`src/rtl/led_pattern_gen.sv`:
```
`default_nettype none
// led_pattern_gen: prescaled 4-mode LED pattern stepper with PWM brightness gating.
// Revision 1.0

module led_pattern_gen #(
    parameter int WIDTH     = 4,
    parameter int LOG2DELAY = 25,
    parameter int PWM_BITS  = 4
) (
    input  logic                clk,
    input  logic                rst_n,
    input  logic                en,
    input  logic [1:0]          mode,
    input  logic [PWM_BITS-1:0] duty,
    output logic [WIDTH-1:0]    led,
    output logic                tick
);

    typedef enum logic [1:0] {
        MODE_COUNT  = 2'd0,
        MODE_WALK   = 2'd1,
        MODE_BOUNCE = 2'd2,
        MODE_HOLD   = 2'd3
    } mode_t;

    typedef enum logic {
        DIR_UP   = 1'b0,
        DIR_DOWN = 1'b1
    } dir_t;

    localparam logic [WIDTH-1:0] PAT_ONE = {{(WIDTH-1){1'b0}}, 1'b1};

    mode_t                mode_q, mode_d, mode_in;
    dir_t                 dir_q, dir_d;
    logic [WIDTH-1:0]     pat_q, pat_d;
    logic [LOG2DELAY-1:0] presc_q, presc_d;
    logic [PWM_BITS-1:0]  pwm_q, pwm_d;
    logic [WIDTH-1:0]     led_d;
    logic                 tick_d;
    logic                 wrap;
    logic                 mode_chg;
    logic                 gate;

    always_comb begin
        mode_in  = mode_t'(mode);
        wrap     = en && (presc_q == '1);
        mode_chg = (mode_in != mode_q);
        gate     = (duty == '1) || (pwm_q < duty);
    end

    // A mode change wins over a coincident prescaler wrap: the pattern is
    // reinitialised, the prescaler restarts and no tick is emitted.
    always_comb begin
        mode_d  = mode_q;
        dir_d   = dir_q;
        pat_d   = pat_q;
        presc_d = presc_q;
        pwm_d   = pwm_q;
        tick_d  = 1'b0;
        led_d   = en ? (pat_q & {WIDTH{gate}}) : '0;

        if (en) begin
            pwm_d = pwm_q + 1'b1;
        end

        if (mode_chg) begin
            mode_d  = mode_in;
            presc_d = '0;
            case (mode_in)
                MODE_COUNT:  pat_d = '0;
                MODE_WALK:   pat_d = PAT_ONE;
                MODE_BOUNCE: begin
                    pat_d = PAT_ONE;
                    dir_d = DIR_UP;
                end
                default:     pat_d = pat_q;
            endcase
        end else if (en) begin
            presc_d = presc_q + 1'b1;
            if (wrap) begin
                tick_d = 1'b1;
                case (mode_q)
                    MODE_COUNT: pat_d = pat_q + 1'b1;
                    MODE_WALK: begin
                        if (pat_q == '0) pat_d = PAT_ONE;
                        else             pat_d = {pat_q[WIDTH-2:0], pat_q[WIDTH-1]};
                    end
                    MODE_BOUNCE: begin
                        if (pat_q == '0) begin
                            pat_d = PAT_ONE;
                            dir_d = DIR_UP;
                        end else if (dir_q == DIR_UP) begin
                            if (pat_q[WIDTH-1]) begin
                                pat_d = pat_q >> 1;
                                dir_d = DIR_DOWN;
                            end else begin
                                pat_d = pat_q << 1;
                            end
                        end else begin
                            if (pat_q[0]) begin
                                pat_d = pat_q << 1;
                                dir_d = DIR_UP;
                            end else begin
                                pat_d = pat_q >> 1;
                            end
                        end
                    end
                    default: pat_d = pat_q;
                endcase
            end
        end
    end

    always_ff @(posedge clk) begin
        if (!rst_n) begin
            mode_q  <= MODE_COUNT;
            dir_q   <= DIR_UP;
            pat_q   <= '0;
            presc_q <= '0;
            pwm_q   <= '0;
            tick    <= 1'b0;
            led     <= '0;
        end else begin
            mode_q  <= mode_d;
            dir_q   <= dir_d;
            pat_q   <= pat_d;
            presc_q <= presc_d;
            pwm_q   <= pwm_d;
            tick    <= tick_d;
            led     <= led_d;
        end
    end

endmodule

`default_nettype wire

```
`config.mk`:
```
export PLATFORM = sky130hd
export DESIGN_NAME = led_pattern_gen
export DESIGN_NICKNAME = d
export VERILOG_FILES = /design/src/rtl/led_pattern_gen.sv
export SDC_FILE = /design/constraint.sdc
export NUM_CORES = 1
export LEC_CHECK = 0
export ABC_CLOCK_PERIOD_IN_PS = 6700
export CORE_MARGIN = 4
export CORE_UTILIZATION = 60
export DETAILED_ROUTE_END_ITERATION = 6
export DONT_BUFFER_PORTS = 1
export PLACE_DENSITY = 0.76
export SLEW_MARGIN = 20
export SYNTH_ARGS = -nofsm -noshare
export SYNTH_HDL_FRONTEND = slang
export SYNTH_SLANG_ARGS = --single-unit
```
`constraint.sdc`:
```
create_clock -name clk -period 6.7 [get_ports clk]
set_clock_uncertainty 0.2 [all_clocks]
set_input_delay 2.01 -clock clk [delete_from_list [all_inputs] [get_ports clk]]
set_output_delay 2.01 -clock clk [all_outputs]
set_load 0.03 [all_outputs]
```
## Yosys cells after proc, flatten, opt, wreduce, memory -nomap -nowiden

Cells that the tools add are included.

- Output and inout bits: 5
- Word-level logic and storage cells: 58
- Flip-flop bits (word level): 41
- Input bits: 9

- Bitwise logic cells: 3
- $add $sub $neg: 3
- Magnitude comparators: 1
- Equality and inequality tests: 9
- Reduce and logical (&&, ||, !) cells: 15
- Multiplexer cells: 20

Operator list:

| operator | count |
|---|---|
| $mux 4 | 8 |
| $add 25x1->25 const B | 1 |
| $eq 25x25->1 const B | 1 |
| $pmux 4 s3 | 1 |
| $mux 1 | 10 |
| $add 4x1->4 const B | 2 |
| $pmux 4 s2 | 1 |
| $reduce_and 4->1 | 2 |
| $reduce_bool 2->1 | 3 |
| $and 4x4->4 | 1 |
| $eq 2x1->1 const B | 2 |
| $eq 2x2->1 const B | 2 |
| $eq 4x4->1 const B | 1 |
| $logic_not 2->1 | 2 |
| $logic_not 4->1 | 1 |
| $lt 4x4->1 | 1 |
| $reduce_bool 4->1 | 1 |
| $reduce_or 2->1 | 2 |
| $ne 3x2->1 const B | 1 |
| $reduce_or 3->1 | 1 |
| $ne 2x1->1 const B | 1 |
| $ne 2x2->1 | 1 |
| $not 1->1 | 2 |
| $reduce_and 2->1 | 1 |
| 2 further kinds | 2 |

## Longest topological paths before layout

- Depth after elaboration: 7
- Gate-level depth with buffers: 8
- Mapped depth without buffers: 7

## Least setup slack after synthesis

No wires, ideal clock.

- Path type: in2reg
- Start: in en
- End: reg dir_q
- Data required time: 6.426 ns
- Data arrival time: 3.249 ns
- Path slack: 3.177 ns
- Cell stages on the path: 5
- Buffers on the path: 0
- Library setup time: 0.074 ns
- Cell sequence: nand4_1 -> nor3_4 -> nand3_2 -> or4_1 -> o21ai_0

- Cells in the longest elaborated chain, start to end: 3
- Elaborated cells on any way between the ends: 4
- Those cells by class: reduce/logical: 4

Ends and longest elaborated chain:

| item | line | RTL |
|---|---|---|
| from (decl) | 12 | `input logic en,` |
| $logic_and 1x1->1 | 46 | `wrap = en && (presc_q == '1);` |
| $reduce_bool 2->1 (no line) | - |  |
| $reduce_and 4->1 (no line) (*) | - |  |
| to (signal assigned) | 125 | `dir_q <= dir_d;` |
| to (decl) | 34 | `dir_t dir_q, dir_d;` |

Mark *: on every way between the ends. The rest lies on a longest branch, timed or not.
A chain may end at the register's enable or synchronous reset.

## Worst setup path in the final report

- Start: in mode[1]
- End: reg dir_q

- Cells in the longest elaborated chain, start to end: 3
- Elaborated cells on any way between the ends: 8
- Those cells by class: eq/ne: 3; mux: 1; reduce/logical: 4

Ends and longest elaborated chain:

| item | line | RTL |
|---|---|---|
| from (decl) | 13 | `input logic [1:0] mode,` |
| $ne 2x2->1 / $eq 2x2->1 (equally long branches) | 47, 69 |  |
| $ne 2x1->1 (no line) / $reduce_bool 2->1 (equally long branches) | - |  |
| $reduce_and 4->1 (no line) | - |  |

Parallel ways exist; a longest one is shown, timed or not.

==> qor.txt <==
final setup fails = 0
actual slew at the worst max-slew pin = 0.8688 ns
power density cells = 202.2 nW/µm²
worst-skew pair later-pin latency = 0.35 ns
largest net degree at the start of global routing = 29
main combinational cell family by area after synthesis = simple AND/OR/NAND/NOR gates
largest delay contributor family on the critical path = simple AND/OR/NAND/NOR gates
fin crit period = 3.630 ns
remaining global-route overflow = 0
top-area cell type share of the netlist area = 38.27%
setup repair bufs after CTS = 0
R2R cell count = 5
wirelength, routed = 3893 µm
launch point of the worst path = mode[1]
Die X = 67.79 µm
post-route cell area = 2253 µm²
post-synthesis mux area share = 0.9335%
vias in the first global route = 1559
Core Area = 3390 µm²
Num Clock Sinks = 41
Crit path largest cell delay = 0.69 ns
DR WL/cell = 13.11 µm
sequential cell area fraction in the yosys report = 38.27%
CP Data Arrival Time = 3.73 ns
setup tns final = 0 ns
Mapped Cells = 253
Port Buffers = 0
cells along the critical path = xnor2_1 -> and2_1 -> nand2_1 -> or4_1 -> o21ai_0
Hold-fix buffers, CTS = 0
num ports = 14
max-cap viol count = 0
initial core utilization = 63.27%
n_diodes = 0
simple-gate share of the synthesized area = 27.25%
Synth Flop Type = dfxtp_1
DRC viols = 0
EDFF count, synth = 0
fin crit share = 54.18%
final hold vios = 0
R2R Path End = dir_q
total CTS buffers = 5
Yosys cell types = 44
synthesis-to-layout area growth = 5.076%
fraction of layout instances using a drive strength above 1 = 5.179%
worst-path fanout max = 28
Register-to-Register Setup Slack = 4.36 ns
post-DP HPWL = 2784 µm
leading area contributor after synthesis = dfxtp_1
most common cell in the netlist = dfxtp_1
CP endpoint kind = flop
final RePlAce weighted congestion = 0.7740
first-pass GRT wire length = 6851 µm
Final nets = 271
Fmax = 0.2755 GHz
antenna violations before repair = 0
most frequent cells after synthesis = dfxtp_1, nor2_1, nand2_1
CP Launch Type = primary input
vias = 1687
Synth area leaders = dfxtp_1, xor2_1, ha_1, nor2_1, xnor2_1
via/cell ratio = 5.680
initial drt markers = 124
total power = 0.4557 mW
Placed Area = 2165 µm²
DR pass1 iterations = 5
critical path type = in2reg
clock-pin slew on the worst setup and hold paths = 0.13 ns
CTS max path bufs = 2
compound-cell area share of the yosys netlist = 10.44%
post_cts resized = 0
unrepaired setup endpoints after global routing = false
Slowest-stage cell, CP = or4_1
H-tree level count = 2
row count = 21
Slew Limit Fails = 0
Hold Worst Slack = 0.3345 ns
CP Buf/Inv Count = 0
die area = 4595 µm²
net count after synthesis = 274
worst min path class = reg2reg
CP required = 6.80 ns
WP depth = 5
adder-cell share of the synthesized area = 7.001%
reg-to-reg startpoint = mode_q[1]
yosys warns = 0
die height = 67.79 µm
TritonCTS clock tree = done
ys async rst share = 0%
XOR/XNOR Fraction of Synth Area = 12.25%
Peak VDD IR = 0.1433 mV
Critical Path Sink = dir_q
flip-flop and latch count after synthesis = 41
leakage = 0.8477 nW
outcome = finished clean
clock root cell = clkbuf_4
Routed Antenna Nets = 0
post-synthesis cell area = 2145 µm²
syn_area_per_cell = 8.477 µm²
total track usage = 19.41%
relative slew slack = 41.94%
-- power by group --
group	leakage, nW	switching (mW)	total (mW)	internal, mW
clock network	0.0445	0.0827	0.171	0.0887
logic	0.472	0.0186	0.0322	0.0137
registers	0.331	0.00497	0.252	0.247
total	0.848	0.106	0.456	0.349
-- worst min path at each step --
stage	cells past startpoint	slack, ns	endpoint	startpoint
final	2	0.33	presc_q[21]	presc_q[21]
after detailed placement	2	0.31	presc_q[21]	presc_q[21]
after floorplan	2	0.28	presc_q[21]	presc_q[21]
after global routing	2	0.37	presc_q[21]	presc_q[21]
after CTS	2	0.34	presc_q[21]	presc_q[21]
after global placement	2	0.30	presc_q[9]	presc_q[9]
-- worst reg2reg max path: cells and delay by family, from the launching register on --
family	cells	cell delay (ns)
AOI/OAI and AO/OA	1	0.08
xor gates and xnor gates	1	0.22
DFF	1	0.36
and+or+nand+nor	3	1.43
-- sequential cells by signal (all words and copies together) (netlist names) --
name     cells
presc_q     25
led          4
pat_q        4
dir_q        1
tick         1
mode_q       2
pwm_q        4
-- layout make-up --
| type | instances | area (µm²) |
|---|---|---|
| multi-input combinational | 190 | 1241 |
| fill | 277 | 1136 |
| sequential | 41 | 820.8 |
| tap | 46 | 57.56 |
| clock buffer | 6 | 51.30 |
| inverter | 12 | 45.04 |
| clock inverter | 2 | 37.54 |
-- metrics by stage --
| step | util (%) | setup slack, ns | cells |
|---|---|---|---|
| CTS | 66.48 | 3.080 | 297 |
| finish | 66.48 | 3.070 | 297 |
| global placement | 63.86 | 2.738 | 289 |
| global route | 66.48 | 2.880 | 297 |
| detailed placement | 63.86 | 2.711 | 289 |
| floorplan | - | 3.177 | 253 |
-- cells by family (layout without fill, tap and decap cells) --
logic type                 after synthesis  in the layout
and+or+nand+nor                        114            114
DFF                                     41             41
AOI/OAI and AO/OA                       32             32
xor gates and xnor gates                30             30
buffers and inverters                   22             20
adders and majority gates               12             12
muxes                                    2              2
-- layout by cell type, fill, tap and decap left out, types with 2 or more instances in the layout --
| cell | netlist | layout |
|---|---|---|
| dfxtp_1 | 41 | 41 |
| nor2_1 | 37 | 37 |
| nand2_1 | 23 | 23 |
| xor2_1 | 20 | 20 |
| nand3_1 | 14 | 14 |
| nand4_1 | 13 | 13 |
| inv_1 | 12 | 12 |
| ha_1 | 12 | 12 |
| xnor2_1 | 10 | 10 |
| a21oi_1 | 10 | 10 |
| and2_1 | 8 | 8 |
| clkbuf_4 | 0 | 5 |
| a21o_1 | 4 | 4 |
| and3_1 | 3 | 3 |
| nor4_1 | 3 | 3 |
| a21boi_0 | 3 | 3 |
| mux2i_1 | 2 | 2 |
| nand2b_1 | 2 | 2 |
| o21ai_0 | 2 | 2 |
-- routing by layer --
layer | vias to the layer above | wire length, µm | GRT usage (%)
met5 | - | 0 | 0
met4 | 0 | 64 | 7.444
met3 | 10 | 152 | 4.160
met2 | 32 | 1805 | 30.98
met1 | 779 | 1871 | 25.53
li1 | 866 | - | -
Note: power is estimated with default switching activity, not from simulation.
